**config.mk**
```make
export PLATFORM = sky130hd
export DESIGN_NAME = mm_tile_scheduler
export DESIGN_NICKNAME = d
export VERILOG_FILES = /design/src/rtl/mm_pkg.sv /design/src/rtl/mm_req_issuer.sv /design/src/rtl/mm_tile_scheduler.sv
export SDC_FILE = /design/constraint.sdc
export NUM_CORES = 1
export LEC_CHECK = 0
export BUFFER_PORTS_ARGS = -buffer_cell sky130_fd_sc_hd__buf_4
export CAP_MARGIN = 30
export CELL_PAD_IN_SITES_DETAIL_PLACEMENT = 0
export CELL_PAD_IN_SITES_GLOBAL_PLACEMENT = 1
export CORE_ASPECT_RATIO = 1.75
export CORE_MARGIN = 2
export CORE_UTILIZATION = 30
export DETAILED_ROUTE_END_ITERATION = 16
export GPL_ROUTABILITY_DRIVEN = 0
export PLACE_DENSITY = 0.64
export RECOVER_POWER = 25
export SLEW_MARGIN = 10
export SYNTH_ARGS = -nofsm -noshare
export SYNTH_HDL_FRONTEND = slang
export SYNTH_HIERARCHICAL = 1
export SYNTH_SLANG_ARGS = --single-unit
export TNS_END_PERCENT = 1
```
**constraint.sdc**
```tcl
create_clock -name clk -period 4.1 [get_ports clk]
set_input_delay 0.82 -clock clk [delete_from_list [all_inputs] [get_ports clk]]
set_output_delay 0.82 -clock clk [all_outputs]
set_load 0.05 [all_outputs]
```
**src/rtl/mm_pkg.sv**
```systemverilog
// Shared types and defaults for the matrix-multiply tile scheduler.
// Holds the FSM state encoding, default widths and the weight beat-length helper.
package mm_pkg;

  typedef enum logic [1:0] {
    IDLE     = 2'd0,
    ISSUE    = 2'd1,
    WAIT_RUN = 2'd2,
    FINISH   = 2'd3
  } state_t;

  localparam int ARRAY_M_DEF        = 3;
  localparam int F_LENGTH_W_DEF     = 10;
  localparam int W_BLK_NUM_W_DEF    = 5;
  localparam int ADDR_W_DEF         = 32;
  localparam int TILE_CNT_W_DEF     = 8;

  // Weight beats per tile: one array_m-beat burst per block column.
  function automatic logic [31:0] beat_len(input logic [31:0] num_blk, input logic [31:0] m);
    return num_blk * m;
  endfunction

endpackage

```
**src/rtl/mm_req_issuer.sv**
```systemverilog
// Single valid/ready descriptor holder for one DMA read engine.
// load arms a new descriptor; addr/len hold while valid; accepted marks the handshake.
module mm_req_issuer #(
  parameter int ADDR_W = 32,
  parameter int LEN_W  = 8
) (
  input  logic              clk,
  input  logic              rst_n,
  input  logic              load,
  input  logic [ADDR_W-1:0] load_addr,
  input  logic [LEN_W-1:0]  load_len,
  output logic              req_valid,
  input  logic              req_ready,
  output logic [ADDR_W-1:0] req_addr,
  output logic [LEN_W-1:0]  req_len,
  output logic              accepted
);

  always_ff @(posedge clk) begin
    if (!rst_n) begin
      req_valid <= 1'b0;
      req_addr  <= '0;
      req_len   <= '0;
      accepted  <= 1'b0;
    end else if (load) begin
      req_valid <= 1'b1;
      req_addr  <= load_addr;
      req_len   <= load_len;
      accepted  <= 1'b0;
    end else if (req_valid && req_ready) begin
      req_valid <= 1'b0;
      accepted  <= 1'b1;
    end
  end

endmodule

```
**src/rtl/mm_tile_scheduler.sv**
```systemverilog
// Sequences a multi-tile matrix multiply: per tile issues weight/feature DMA
// descriptors, waits for MM_buffer last beat. Optional MM_SCHED_PERF_EN adds perf counters.
//
// state    | meaning
// IDLE     | cmd_ready high, waiting for a job command
// ISSUE    | weight and feature descriptors outstanding until both handshake
// WAIT_RUN | waiting for MM_buffer last beat of the current tile
// FINISH   | one-cycle done pulse, then back to IDLE
module mm_tile_scheduler
  import mm_pkg::*;
#(
  parameter int array_m                 = ARRAY_M_DEF,
  parameter int F_length_width          = F_LENGTH_W_DEF,
  parameter int W_width_block_num_width = W_BLK_NUM_W_DEF,
  parameter int addr_width              = ADDR_W_DEF,
  parameter int tile_cnt_width          = TILE_CNT_W_DEF
) (
  input  logic                                              clk,
  input  logic                                              rst_n,
  input  logic                                              cmd_valid,
  output logic                                              cmd_ready,
  input  logic [tile_cnt_width-1:0]                         cmd_num_tiles,
  input  logic [F_length_width-1:0]                         cmd_FL,
  input  logic [W_width_block_num_width-1:0]                cmd_num_blk_W,
  input  logic [addr_width-1:0]                             cmd_w_base,
  input  logic [addr_width-1:0]                             cmd_f_base,
  input  logic [addr_width-1:0]                             cmd_w_stride,
  input  logic [addr_width-1:0]                             cmd_f_stride,
  output logic [F_length_width-1:0]                         FL,
  output logic [W_width_block_num_width-1:0]                num_blobk_W,
  output logic                                              w_req_valid,
  input  logic                                              w_req_ready,
  output logic [addr_width-1:0]                             w_req_addr,
  output logic [W_width_block_num_width+$clog2(array_m):0]  w_req_len,
  output logic                                              f_req_valid,
  input  logic                                              f_req_ready,
  output logic [addr_width-1:0]                             f_req_addr,
  output logic [F_length_width-1:0]                         f_req_len,
  input  logic                                              mm_out_last,
`ifdef MM_SCHED_PERF_EN
  output logic [31:0]                                       perf_busy_cycles,
  output logic [31:0]                                       perf_stall_cycles,
`endif
  output logic                                              busy,
  output logic                                              done,
  output logic                                              err
);

  localparam int WLEN_W = W_width_block_num_width + $clog2(array_m) + 1;

  state_t state_q, state_d;

  logic [tile_cnt_width-1:0]          num_tiles_q, tile_idx_q;
  logic [addr_width-1:0]              w_addr_q, f_addr_q, w_stride_q, f_stride_q;
  logic                               w_accepted, f_accepted;
  logic                               accept, zero_size, advance, last_tile, load;
  logic                               w_done, f_done;
  logic [addr_width-1:0]              w_load_addr, f_load_addr;
  logic [W_width_block_num_width-1:0] nblk_src;
  logic [WLEN_W-1:0]                  w_load_len;
  logic [F_length_width-1:0]          f_load_len;

  assign accept    = cmd_valid && cmd_ready;
  assign zero_size = (cmd_num_tiles == '0) || (cmd_FL == '0) || (cmd_num_blk_W == '0);
  assign last_tile = (tile_idx_q == num_tiles_q - tile_cnt_width'(1));
  assign advance   = (state_q == WAIT_RUN) && mm_out_last;
  assign w_done    = w_accepted || (w_req_valid && w_req_ready);
  assign f_done    = f_accepted || (f_req_valid && f_req_ready);

  // Arm both descriptors on the same edge that enters ISSUE so valid is up in its first cycle.
  assign load        = (accept && !zero_size) || (advance && !last_tile);
  assign w_load_addr = accept ? cmd_w_base : w_addr_q + w_stride_q;
  assign f_load_addr = accept ? cmd_f_base : f_addr_q + f_stride_q;
  assign nblk_src    = accept ? cmd_num_blk_W : num_blobk_W;
  assign w_load_len  = WLEN_W'(beat_len(32'(nblk_src), 32'(array_m)));
  assign f_load_len  = accept ? cmd_FL : FL;

  always_ff @(posedge clk) begin
    if (!rst_n) state_q <= IDLE;
    else        state_q <= state_d;
  end

  always_comb begin
    state_d = state_q;
    unique case (state_q)
      IDLE:     if (accept) state_d = zero_size ? FINISH : ISSUE;
      ISSUE:    if (w_done && f_done) state_d = WAIT_RUN;
      WAIT_RUN: if (mm_out_last) state_d = last_tile ? FINISH : ISSUE;
      FINISH:   state_d = IDLE;
      default:  state_d = IDLE;
    endcase
  end

  always_comb begin
    cmd_ready = (state_q == IDLE);
    busy      = (state_q != IDLE);
    done      = (state_q == FINISH);
  end

  always_ff @(posedge clk) begin
    if (!rst_n) begin
      num_tiles_q <= '0;
      tile_idx_q  <= '0;
      FL          <= '0;
      num_blobk_W <= '0;
      w_addr_q    <= '0;
      f_addr_q    <= '0;
      w_stride_q  <= '0;
      f_stride_q  <= '0;
      err         <= 1'b0;
    end else if (accept) begin
      num_tiles_q <= cmd_num_tiles;
      tile_idx_q  <= '0;
      FL          <= cmd_FL;
      num_blobk_W <= cmd_num_blk_W;
      w_addr_q    <= cmd_w_base;
      f_addr_q    <= cmd_f_base;
      w_stride_q  <= cmd_w_stride;
      f_stride_q  <= cmd_f_stride;
      err         <= (cmd_FL == '0) || (cmd_num_blk_W == '0) || mm_out_last;
    end else begin
      if (advance) begin
        tile_idx_q <= tile_idx_q + tile_cnt_width'(1);
        w_addr_q   <= w_addr_q + w_stride_q;
        f_addr_q   <= f_addr_q + f_stride_q;
      end
      if (mm_out_last && (state_q != WAIT_RUN)) err <= 1'b1;
    end
  end

  mm_req_issuer #(.ADDR_W(addr_width), .LEN_W(WLEN_W)) u_w_issuer (
    .clk       (clk),
    .rst_n     (rst_n),
    .load      (load),
    .load_addr (w_load_addr),
    .load_len  (w_load_len),
    .req_valid (w_req_valid),
    .req_ready (w_req_ready),
    .req_addr  (w_req_addr),
    .req_len   (w_req_len),
    .accepted  (w_accepted)
  );

  mm_req_issuer #(.ADDR_W(addr_width), .LEN_W(F_length_width)) u_f_issuer (
    .clk       (clk),
    .rst_n     (rst_n),
    .load      (load),
    .load_addr (f_load_addr),
    .load_len  (f_load_len),
    .req_valid (f_req_valid),
    .req_ready (f_req_ready),
    .req_addr  (f_req_addr),
    .req_len   (f_req_len),
    .accepted  (f_accepted)
  );

`ifdef MM_SCHED_PERF_EN
  logic stall;
  assign stall = (state_q == ISSUE) &&
                 ((w_req_valid && !w_req_ready) || (f_req_valid && !f_req_ready));

  always_ff @(posedge clk) begin
    if (!rst_n) begin
      perf_busy_cycles  <= '0;
      perf_stall_cycles <= '0;
    end else if (accept) begin
      perf_busy_cycles  <= '0;
      perf_stall_cycles <= '0;
    end else begin
      if (busy && (perf_busy_cycles != '1))   perf_busy_cycles  <= perf_busy_cycles + 32'd1;
      if (stall && (perf_stall_cycles != '1)) perf_stall_cycles <= perf_stall_cycles + 32'd1;
    end
  end
`endif

endmodule

```
==> impl_metrics.yaml <==
status:
  status: "complete, but fails checks"
  failed_checks: "max-capacitance violations, max-slew violations"
clock_network:
  cts.path.max_buffers: 3
  cts-buffers-inserted: 27
  cts_max_level: 1
  holdBufCountCts: 0
  insertion_delay_ns: 0.56
  cts_root_buf: "clkbuf_16"
  cts_tree: "yes"
  clock-sinks: 248
  clk_pin_slew_worst_paths_ns: 0.07
  ctsResizeCount: 0
  cts_setup_buffers: 0
finish:
  final_nets: 2110
  fin_cells: 2479
  area_growth_pct: 21.4
  design_area_mm2: 0.0165
  mostFrequentLayoutCells: "nand2_1 (336), dfxtp_1 (248), a21oi_1 (208)"
  n_fill_cell: 4796
  drive_gt1_share_pct: 13.5
  layout_commonest_cell: "nand2_1"
  multiInputGateArea_mm2: 0.00801
  final_util_pct: 36.8
  register_area_mm2: 0.00496
job:
  cap_violations: 1
synthesis:
  ys_seq_area_share_pct: 36.6
  synth_top_cell_by_area: "dfxtp_1"
  synth.avg_cell_area_um2: 8.07
  yosysWarnings: 6
  synth-main-ff-cell: "dfxtp_1"
  synthCells: 1683
  synth_nets: 1913
  synth.top_cell.area_share_pct: 36.6
  async_flop_share_pct: 0
  yosysUniqueCellTypes: 70
  netlist_area_mm2: 0.0136
  synth-edff-count: 0
  ys_seq_elements: 248
  ys_top_cells_by_area: "dfxtp_1 (37%), nand2_1 (9.3%), a21oi_1 (7.7%)"
power_and_ir_drop:
  leakage_nw: 6.95
  power_density_mw_per_mm2: 424
  max-vdd-ir-drop_mv: 0.362
  p_total_mw: 6.99
global_routing:
  grt_max_degree: 141
  antenna_found_initial: 6
  grt_overflow_total: 0
  first_global_vias: 12500
  track_usage_pct: 19.0
  grt_pass1_wl_um: 69700
drt:
  dr.pass1.iters: 5
  via_per_inst: 5.02
  drt_iter0_markers: 465
  finalWirelength_um: 45700
  drc: 0
  wire_per_inst_um: 18.4
  ant_nets: 0
  vias: 12400
timing:
  setup_viol: 0
  rsz0062_at_grt: "false"
  slew_violations: 61
  fmax_mhz: 281
  worst_hold_slack_ns: 0.457
  finalCritPeriodShare_pct: 86.8
  finalHoldViolations: 0
  period_minus_slack_ns: 3.56
  setup_slack_ns: 0.539
  max_slew_margin_pct: -56.8
  fin_skew_ns: 0.0150
  tightestPinTransition_ns: 2.35
  setup-tns-final_ns: 0
floorplan:
  pin_count: 260
  row_count: 103
  die_area_mm2: 0.0470
  initial_utilization_pct: 30.3
  design.core.area_mm2: 0.0448
  die_width_um: 165
  die_h_um: 285
placed_design:
  dp_hpwl_um: 33200
  pre_cts_ws_ns: 0.516
  placed_cells: 2428
  port_buffers: 259
  place_area_mm2: 0.0159
critical_path:
  path_class: "in2reg"
  cp-end-kind: "register"
  cp.arrival_ns: 3.96
  cp-start-kind: "input pin"
  cp.required_ns: 4.50
  cp_max_fo: 60
hold_path:
  hold_class: "reg2reg"
## registers in the layout, summed over array words and instances, names as in the netlist, 2 cells and up
register	count
tile_idx_q	8
u_w_issuer/req_addr	32
u_f_issuer/req_addr	32
f_stride_q	32
num_tiles_q	8
u_w_issuer/req_len	8
w_addr_q	32
u_f_issuer/req_len	10
FL	10
num_blobk_W	5
state_q	2
f_addr_q	32
w_stride_q	32
## cell type report
type | instances | area share (%)
Inverter | 25 | 0.569
Tap cell | 577 | 4.38
Clock inverter | 13 | 1.06
Sequential cell | 248 | 30.1
Clock buffer | 35 | 4.59
Multi-Input combinational cell | 1305 | 48.6
Timing Repair Buffer | 273 | 10.6
Antenna cell | 3 | 0.0455
## path summary, 6_finish.rpt
| check | startpoint | to | slack (ns) | depth (start not counted) |
|---|---|---|---|---|
| hold / removal | f_stride_q[4] | f_stride_q[4] | 0.46 | 2 |
| setup reg to reg | f_addr_q[0] | u_f_issuer/req_addr[24] | 0.54 | 14 |
| hold reg to reg | f_stride_q[4] | f_stride_q[4] | 0.46 | 2 |
| setup / recovery | rst_n | err | 0.54 | 4 |
## Yosys cell counts, drive strengths merged, types with 3 or more instances
cell type,n
a211o,4
a211oi,13
a21boi,4
a21o,31
a21oi,210
a221oi,3
a311oi,6
a31oi,8
and2,6
and3,5
buf,20
clkbuf,85
dfxtp,248
fa,3
ha,70
inv,25
mux2i,92
nand2,338
nand2b,5
nand3,32
nand4,12
nor2,97
nor2b,90
nor3,11
nor3b,4
nor4,9
o211ai,6
o21a,10
o21ai,85
o21bai,7
o221ai,20
o31ai,8
o41ai,3
or3,8
xnor2,42
xor2,36
## critical path: stages
cell      delay, ns
buf_4          0.26
inv_1          1.72
clkbuf_4       0.98
nor3_1         0.13
## where the power goes
group | internal (mW) | switching, mW | leakage (nW) | total [mW]
sequential | 2.59 | 0.115 | 2.03 | 2.71
combinational | 0.581 | 1.09 | 4.45 | 1.68
clock | 1.55 | 1.06 | 0.461 | 2.61
total | 4.72 | 2.27 | 6.95 | 6.99
## cell families after synthesis
group / synth area share [%]
other: 0.0276
XOR/XNOR: 5.03
multiplexers: 6.87
AO/OA/AOI/OAI: 19.3
adder cells (fa/ha/maj): 6.89
AND/OR/NAND/NOR: 20.6
buffers and inverters: 4.68
flip-flops: 36.6
## routing by layer
layer	vias up	routed length [µm]	global-route usage, %
li1	6233	-	-
met1	5870	17200	20.1
met2	244	24800	36.6
met3	89	1850	2.81
met4	8	1770	7.54
met5	-	65	0
Power figures use the tool's default switching activity.
